<file path="src/rtl/adc_frame_ctrl_if.sv">
// Byte-level handshake between the ADC frame controller and the SPI master.
// The frame controller issues transmit requests and consumes received bytes;
// the SPI master answers with ready and receive-valid strobes.
interface adc_frame_ctrl_if;
    logic [7:0] spi_tx_byte;
    logic       spi_tx_dv;
    logic       spi_tx_ready;
    logic       spi_rx_dv;
    logic [7:0] spi_rx_byte;

    modport master (
        output spi_tx_byte,
        output spi_tx_dv,
        input  spi_tx_ready,
        input  spi_rx_dv,
        input  spi_rx_byte
    );

    modport slave (
        input  spi_tx_byte,
        input  spi_tx_dv,
        output spi_tx_ready,
        output spi_rx_dv,
        output spi_rx_byte
    );
endinterface

</file>
<file path="src/rtl/adc_frame_ctrl.sv">
// ADC frame controller: once per sample tick, runs one 16-bit conversion frame
// (two SPI bytes) against an ADC128S022-style converter, drives its chip
// select, and publishes the 12-bit result tagged with its channel.
// The converter returns the conversion addressed in the previous frame, so
// the result carries the channel sent one frame earlier and the first frame
// after reset only primes the pipeline.
module adc_frame_ctrl #(
    parameter int SAMPLE_DIV = 2500,
    parameter int CS_SETUP   = 4,
    parameter int CS_HOLD    = 4
) (
    input  logic                clk,
    input  logic                rst_n,
    input  logic                enable,
    input  logic [2:0]          channel,
    adc_frame_ctrl_if.master    spi,
    output logic                adc_cs_n,
    output logic [11:0]         sample,
    output logic [2:0]          sample_ch,
    output logic                sample_valid,
    output logic                overrun
);

    localparam int TIMER_W = $clog2(SAMPLE_DIV);
    localparam int CNT_MAX = (CS_SETUP > CS_HOLD) ? CS_SETUP : CS_HOLD;
    localparam int CNT_W   = $clog2(CNT_MAX + 1);

    localparam logic [TIMER_W-1:0] TIMER_LAST = TIMER_W'(SAMPLE_DIV - 1);
    localparam logic [CNT_W-1:0]   SETUP_LAST = CNT_W'(CS_SETUP - 1);
    localparam logic [CNT_W-1:0]   HOLD_LAST  = CNT_W'(CS_HOLD - 1);

    typedef enum logic [2:0] {
        IDLE,
        SETUP,
        SEND_MSB,
        WAIT_MSB,
        SEND_LSB,
        WAIT_LSB,
        HOLD
    } state_t;

    state_t             state;
    state_t             state_next;
    logic [CNT_W-1:0]   cnt;
    logic [CNT_W-1:0]   cnt_next;
    logic [TIMER_W-1:0] timer;
    logic               tick;

    logic               launch;
    logic               send_msb;
    logic               send_lsb;
    logic               take_msb;
    logic               take_lsb;

    logic [2:0]         cur_ch;
    logic [2:0]         prev_ch;
    logic [3:0]         msb_nib;
    logic               primed;

    assign tick = (timer == TIMER_LAST);

    // Free-running sample timer; enable only gates launches, not the cadence.
    always_ff @(posedge clk or negedge rst_n) begin
        if (!rst_n) begin
            timer <= '0;
        end else if (tick) begin
            timer <= '0;
        end else begin
            timer <= timer + 1'b1;
        end
    end

    // Frame state and the shared setup/hold cycle counter.
    always_ff @(posedge clk or negedge rst_n) begin
        if (!rst_n) begin
            state <= IDLE;
            cnt   <= '0;
        end else begin
            state <= state_next;
            cnt   <= cnt_next;
        end
    end

    // Frame sequencing: next state plus the one-cycle action strobes.
    always_comb begin
        state_next = state;
        cnt_next   = cnt;
        launch     = 1'b0;
        send_msb   = 1'b0;
        send_lsb   = 1'b0;
        take_msb   = 1'b0;
        take_lsb   = 1'b0;
        case (state)
            IDLE: begin
                if (tick && enable) begin
                    launch     = 1'b1;
                    cnt_next   = '0;
                    state_next = SETUP;
                end
            end
            SETUP: begin
                if (cnt == SETUP_LAST) begin
                    state_next = SEND_MSB;
                end else begin
                    cnt_next = cnt + 1'b1;
                end
            end
            SEND_MSB: begin
                if (spi.spi_tx_ready) begin
                    send_msb   = 1'b1;
                    state_next = WAIT_MSB;
                end
            end
            WAIT_MSB: begin
                if (spi.spi_rx_dv) begin
                    take_msb   = 1'b1;
                    state_next = SEND_LSB;
                end
            end
            SEND_LSB: begin
                if (spi.spi_tx_ready) begin
                    send_lsb   = 1'b1;
                    state_next = WAIT_LSB;
                end
            end
            WAIT_LSB: begin
                if (spi.spi_rx_dv) begin
                    take_lsb   = 1'b1;
                    cnt_next   = '0;
                    state_next = HOLD;
                end
            end
            HOLD: begin
                if (cnt == HOLD_LAST) begin
                    state_next = IDLE;
                end else begin
                    cnt_next = cnt + 1'b1;
                end
            end
            default: begin
                state_next = IDLE;
            end
        endcase
    end

    // Registered outputs, channel pipeline and result assembly.
    always_ff @(posedge clk or negedge rst_n) begin
        if (!rst_n) begin
            adc_cs_n        <= 1'b1;
            spi.spi_tx_dv   <= 1'b0;
            spi.spi_tx_byte <= 8'h00;
            cur_ch          <= 3'd0;
            prev_ch         <= 3'd0;
            msb_nib         <= 4'd0;
            primed          <= 1'b0;
            sample          <= 12'd0;
            sample_ch       <= 3'd0;
            sample_valid    <= 1'b0;
            overrun         <= 1'b0;
        end else begin
            adc_cs_n      <= (state_next == IDLE);
            spi.spi_tx_dv <= send_msb | send_lsb;
            sample_valid  <= 1'b0;
            overrun       <= tick && enable && (state != IDLE);
            if (send_msb) begin
                spi.spi_tx_byte <= {2'b00, cur_ch, 3'b000};
            end else if (send_lsb) begin
                spi.spi_tx_byte <= 8'h00;
            end
            if (launch) begin
                cur_ch <= channel;
            end
            if (take_msb) begin
                msb_nib <= spi.spi_rx_byte[3:0];
            end
            if (take_lsb) begin
                sample       <= {msb_nib, spi.spi_rx_byte};
                sample_ch    <= prev_ch;
                sample_valid <= primed;
                prev_ch      <= cur_ch;
                primed       <= 1'b1;
            end
        end
    end

endmodule

</file>
<file path="src/flat_wrapper.sv">
// flat-port wrapper written by rule: the top's interface ports become plain ports
module adc_frame_ctrl_flat 
#(
    parameter int SAMPLE_DIV = 2500,
    parameter int CS_SETUP   = 4,
    parameter int CS_HOLD    = 4
)
  (clk, rst_n, enable, channel, adc_cs_n, sample, sample_ch, sample_valid, overrun, spi_spi_tx_byte, spi_spi_tx_dv, spi_spi_tx_ready, spi_spi_rx_dv, spi_spi_rx_byte);
  adc_frame_ctrl_if spi_i ();
  input  logic clk;
  input  logic rst_n;
  input  logic enable;
  input  logic [2:0] channel;
  output logic adc_cs_n;
  output logic [11:0] sample;
  output logic [2:0] sample_ch;
  output logic sample_valid;
  output logic overrun;
  output wire logic [$bits(spi_i.spi_tx_byte)-1:0] spi_spi_tx_byte;
  output wire logic [$bits(spi_i.spi_tx_dv)-1:0] spi_spi_tx_dv;
  input wire logic [$bits(spi_i.spi_tx_ready)-1:0] spi_spi_tx_ready;
  input wire logic [$bits(spi_i.spi_rx_dv)-1:0] spi_spi_rx_dv;
  input wire logic [$bits(spi_i.spi_rx_byte)-1:0] spi_spi_rx_byte;
  assign spi_spi_tx_byte = spi_i.spi_tx_byte;
  assign spi_spi_tx_dv = spi_i.spi_tx_dv;
  assign spi_i.spi_tx_ready = spi_spi_tx_ready;
  assign spi_i.spi_rx_dv = spi_spi_rx_dv;
  assign spi_i.spi_rx_byte = spi_spi_rx_byte;
  adc_frame_ctrl #(.SAMPLE_DIV(SAMPLE_DIV), .CS_SETUP(CS_SETUP), .CS_HOLD(CS_HOLD)) u_core (.clk(clk), .rst_n(rst_n), .enable(enable), .channel(channel), .spi(spi_i), .adc_cs_n(adc_cs_n), .sample(sample), .sample_ch(sample_ch), .sample_valid(sample_valid), .overrun(overrun));
endmodule
</file>
<file path="config.mk">
export PLATFORM = sky130hd
export DESIGN_NAME = adc_frame_ctrl_flat
export DESIGN_NICKNAME = d
export VERILOG_FILES = /design/src/rtl/adc_frame_ctrl_if.sv /design/src/rtl/adc_frame_ctrl.sv /design/src/flat_wrapper.sv
export SDC_FILE = /design/constraint.sdc
export NUM_CORES = 1
export LEC_CHECK = 0
export BUFFER_PORTS_ARGS = -buffer_cell sky130_fd_sc_hd__buf_2
export CORE_UTILIZATION = 50
export DETAILED_ROUTE_END_ITERATION = 8
export GPL_TIMING_DRIVEN = 0
export PLACE_DENSITY = 0.78
export SYNTH_ARGS = -nofsm -noshare
export SYNTH_HDL_FRONTEND = slang
export SYNTH_SLANG_ARGS = --single-unit
export TNS_END_PERCENT = 50
</file>
<file path="constraint.sdc">
create_clock -name clk -period 4.5 [get_ports clk]
set_input_delay 0.9 -clock clk [delete_from_list [all_inputs] [get_ports clk]]
set_output_delay 0.9 -clock clk [all_outputs]
set_load 0.005 [all_outputs]
</file>
## Word level (Yosys, flattened, before mapping)

Index checks and enable logic that the tools add are counted.

- Logic and storage cells: 61
- Output and inout port bits: 27
- Bits of input ports: 16
- Register bits after elaboration: 56

- Bitwise gates (word level): 1
- Reductions and logical operators: 9
- Mux-type cells: 24
- Add/sub/neg operators: 2
- Eq/ne operators: 11

Operators by type and width:

| cell | count |
|---|---|
| $mux 3 | 10 |
| $pmux 3 s7 | 1 |
| $mux 8 | 2 |
| $add 12x1->12 const B | 1 |
| $eq 12x12->1 const B | 1 |
| $mux 12 | 1 |
| $eq 3x2->1 const B | 3 |
| $eq 3x3->1 const B | 3 |
| $mux 1 | 9 |
| $pmux 3 s3 | 1 |
| $logic_not 3->1 | 2 |
| $reduce_bool 3->1 | 2 |
| $ne 2x2->1 const B | 2 |
| $reduce_and 4->1 | 1 |
| $add 3x1->3 const B | 1 |
| $eq 3x1->1 const B | 1 |
| $logic_and 1x1->1 | 2 |
| $ne 2x1->1 const B | 1 |
| $reduce_bool 2->1 | 1 |
| $reduce_or 2->1 | 1 |
| $or 1x1->1 | 1 |

## Depth between registers and ports, before layout

- Word-level depth: 5
- Mapped depth: 6

## Worst setup path after synthesis

Ideal clock, no wire load.

- Kind: register to register
- Start: register u_core.timer[0]
- End: register u_core.cur_ch[0]
- Clock period less this slack: 1.734 ns
- Arrival: 1.609 ns
- Data required time: 4.375 ns
- Setup time: 0.125 ns
- Slack: 2.766 ns
- Path buffers: 1
- Cell stages (with the launch flop): 7
- Cells stage by stage: dfrtp_1 > ha_1 > and4_1 > and3_1 > buf_6 > and3_4 > mux2_4

- Longest elaborated chain between the ends: 4

RTL lines:

| element | RTL line | RTL |
|---|---|---|
| start: declaration | adc_frame_ctrl.sv:46 | `logic [TIMER_W-1:0] timer;` |
| start signal: assignment | adc_frame_ctrl.sv:69 | `timer <= timer + 1'b1;` |
| $eq 12x12->1 | adc_frame_ctrl.sv:60 | `assign tick = (timer == TIMER_LAST);` |
| $logic_and 1x1->1 | adc_frame_ctrl.sv:95 | `if (tick && enable) begin` |
| $mux 1 | adc_frame_ctrl.sv:95 |  |
| $mux 1 | adc_frame_ctrl.sv:93 | `case (state)` |
| end signal: assignment | adc_frame_ctrl.sv:171 | `cur_ch <= channel;` |
| end: declaration | adc_frame_ctrl.sv:55 | `logic [2:0] cur_ch;` |

Every way passes these cells.
A chain may end at the register's enable or synchronous reset.

## Worst setup path after layout

Same ends and word-level chain as after synthesis.

==> qor.yml <==
pre_cts_ws_ns: 2.60
power.leakage_nw: 1.32
cts-hold-fix-buffers: 0
slew_headroom_pct: 28.4
clk_latency_ns: 0.30
cp-end-kind: "flop"
cts.clk_slew.worst_paths_ns: 0.10
drv_slew: 0
r2r_start: "u_core.timer[0]"
crit_arrival_ns: 2.11
grt_max_degree: 52
grt_usage_pct: 16.8
grt-ovfl-total: 0
drt-wirelength-per-cell_microns: 12.7
synth_edf_count: 0
top_level_ports: 43
wl_met3_microns: 153
status: "complete, no violations"
slowest_delay_ns: 0.44
cpMaxStageDelayCell: "dfrtp_1"
core_sq_um: 4350
setup_tns_ns: 0
dr.pass1.iters: 4
drive_gt1_share_pct: 37.7
cts_tree: "built"
postCtsSetupRepairBufs: 0
vias_per_cell: 5.14
grt_pass1_wl_mm: 6.36
hold_path.class: "flop to flop"
path_max_fanout: 9
cts.repair.resized: 0
initial_core_util_pct: 52.0
drcViolationCount: 0
timing.fmax_mhz: 524
setup_slack_ns: 2.59
power_density_nw_per_um2: 486
synthFlopType: "dfrtp_1"
dieArea_sq_um: 4800
synth_warnings: 0
seq_area_frac_synth_pct: 56.4
placed_cell_area_sq_um: 2530
finalInstanceArea_sq_um: 2650
first_iter_violations: 105
rows: 24
syn_to_final_growth_pct: 17.1
cts_num_sinks: 51
clock_path_buffers: 2
dp.cells: 280
wl_met2_mm: 1.77
fin_util_pct: 60.9
startpoint: "u_core.timer[0]"
die_w_microns: 69.3
ctsRootBufferMaster: "clkbuf_8"
avgSynthCellArea_sq_um: 12.1
wirelength_mm: 3.65
fin_crit_sh_pct: 42.4
critPathKind: "flop to flop"
synthCells: 187
highest_layer: "met4"
ir_drop_uv: 309
synth_cell_type_count: 43
holdCritStartpoint: "u_core.primed"
setup_viol: 0
htree_levels: 2
layout.cells.non_filler: 288
period_needed_ns: 1.91
rsz0062_at_grt: "no"
ys_ff_latch: 51
dieHeight_microns: 69.3
io_buffers: 37
synth_area_sq_um: 2260
num-nets-final: 254
antenna_found_initial: 0
hold_violations: 0
cts_buffers: 5
antennaDiodeCount: 0
cp.required_ns: 4.70
wl_met1_mm: 1.68
place_congestion: 0.760
dp.final_hpwl_mm: 2.56
grt_pass1_vias: 1440
synthArstFlopShare_pct: 100
num_vias: 1480
drtAntennaViolNets: 0
fin_worst_skew_ns: 0.00816
maxCapViolations: 0
tightest_slew_ns: 1.07
start_kind: "flop"
crit_chain: "ha_1, and4_1, and3_1, buf_6, and3_4, mux2_4"
-- placed cells by master (no fill, tap or decap), drive strengths merged, types with 3 or more instances in the layout --
cell type and n:
a21oi 5, buf 47, conb 5, nor2b 6, xnor2 6, dfrtp 50
and3 4, nand2 14, mux2 26, inv 7, nor2 9, clkbuf 8
nand3 4, a31oi 4, xor2 3, ha 3, nand4 4, o21ai 8
-- registers in the layout (all words and copies together), names as in the netlist --
| signal | flops |
|---|---|
| u_core.overrun | 1 |
| u_core.timer | 12 |
| u_core.spi.spi_tx_dv | 1 |
| u_core.adc_cs_n | 1 |
| u_core.sample_valid | 1 |
| u_core.state | 3 |
| u_core.cnt | 3 |
| u_core.sample | 12 |
| u_core.sample_ch | 3 |
| u_core.cur_ch | 3 |
| u_core.prev_ch | 3 |
| u_core.msb_nib | 4 |
| u_core.primed | 1 |
| u_core.spi.spi_tx_byte | 3 |
-- power breakdown --
| group | internal, mW | total (mW) | switching [mW] |
|---|---|---|---|
| combinational | 0.176 | 0.348 | 0.172 |
| clock | 0.183 | 0.333 | 0.150 |
| sequential | 0.559 | 0.608 | 0.0493 |
-- cell usage after synthesis, drive strengths merged, types with 3 or more instances --
| cell | number | area share (%) |
|---|---|---|
| buf | 10 | 3.1 |
| ha | 3 | 1.7 |
| xnor2 | 6 | 2.3 |
| nand4 | 4 | 1.1 |
| inv | 6 | 0.99 |
| o21ai | 8 | 1.8 |
| and3 | 4 | 1.4 |
| xor2 | 3 | 1.2 |
| nor2 | 9 | 1.5 |
| a21oi | 5 | 1.1 |
| mux2 | 26 | 13 |
| dfrtp | 50 | 55 |
| nor2b | 6 | 1.7 |
| nand2 | 14 | 2.3 |
| a31oi | 4 | 1.1 |
| nand3 | 4 | 0.88 |
-- area by class of cell --
cell class | instances | area (sq um)
Fill cell | 360 | 1700
Sequential cell | 51 | 1280
Multi-Input combinational cell | 122 | 901
Timing Repair Buffer | 37 | 185
Clock buffer | 6 | 82.6
Buffer | 12 | 78.8
Tap cell | 52 | 65.1
Clock inverter | 2 | 38.8
Inverter | 6 | 22.5
-- cells by family after synthesis --
| group | after synthesis | synth area share [%] |
|---|---|---|
| XOR/XNOR | 9 | 3.48 |
| adder cells (fa/ha/maj) | 3 | 1.66 |
| multiplexers | 27 | 13.9 |
| other | 1 | 0.166 |
| AND/OR/NAND/NOR | 57 | 14.6 |
| buffers and inverters | 18 | 4.47 |
| AO/OA/AOI/OAI | 21 | 5.30 |
| flip-flops | 51 | 56.4 |
-- metal layers --
layer	GRT usage, %	vias up
met4	6.12	0
li1	-	734
met3	4.94	6
met1	20.9	712
met5	0	-
met2	27.7	28
-- critical path, delay by kind of cell, from the launching register on --
family	cells	cell delay, ns
simple gates	3	0.62
flops	1	0.44
fa+ha+maj	1	0.31
mux	1	0.30
buf+inv	1	0.13
-- stage by stage --
stage | total power, mW | hold slack, ns
after floorplan | 0.848 | 0.415
after global placement | 0.957 | 0.427
after detailed placement | 0.971 | 0.431
after CTS | 1.31 | 0.454
after global routing | 1.36 | 0.476
final | 1.29 | 0.452
-- path summary, 6_finish.rpt --
kind                                   endpoint  slack (ns)  depth (start not counted)
min                               u_core.primed        0.45                          2
min in group asynchronous      u_core.sample[5]        0.78                          1
max                            u_core.cur_ch[0]        2.59                          6
max reg2reg                    u_core.cur_ch[0]        2.59                          6
min reg2reg                       u_core.primed        0.45                          2
max in group asynchronous  u_core.spi.spi_tx_dv        3.05                          1
Power figures use the tool's default switching activity.
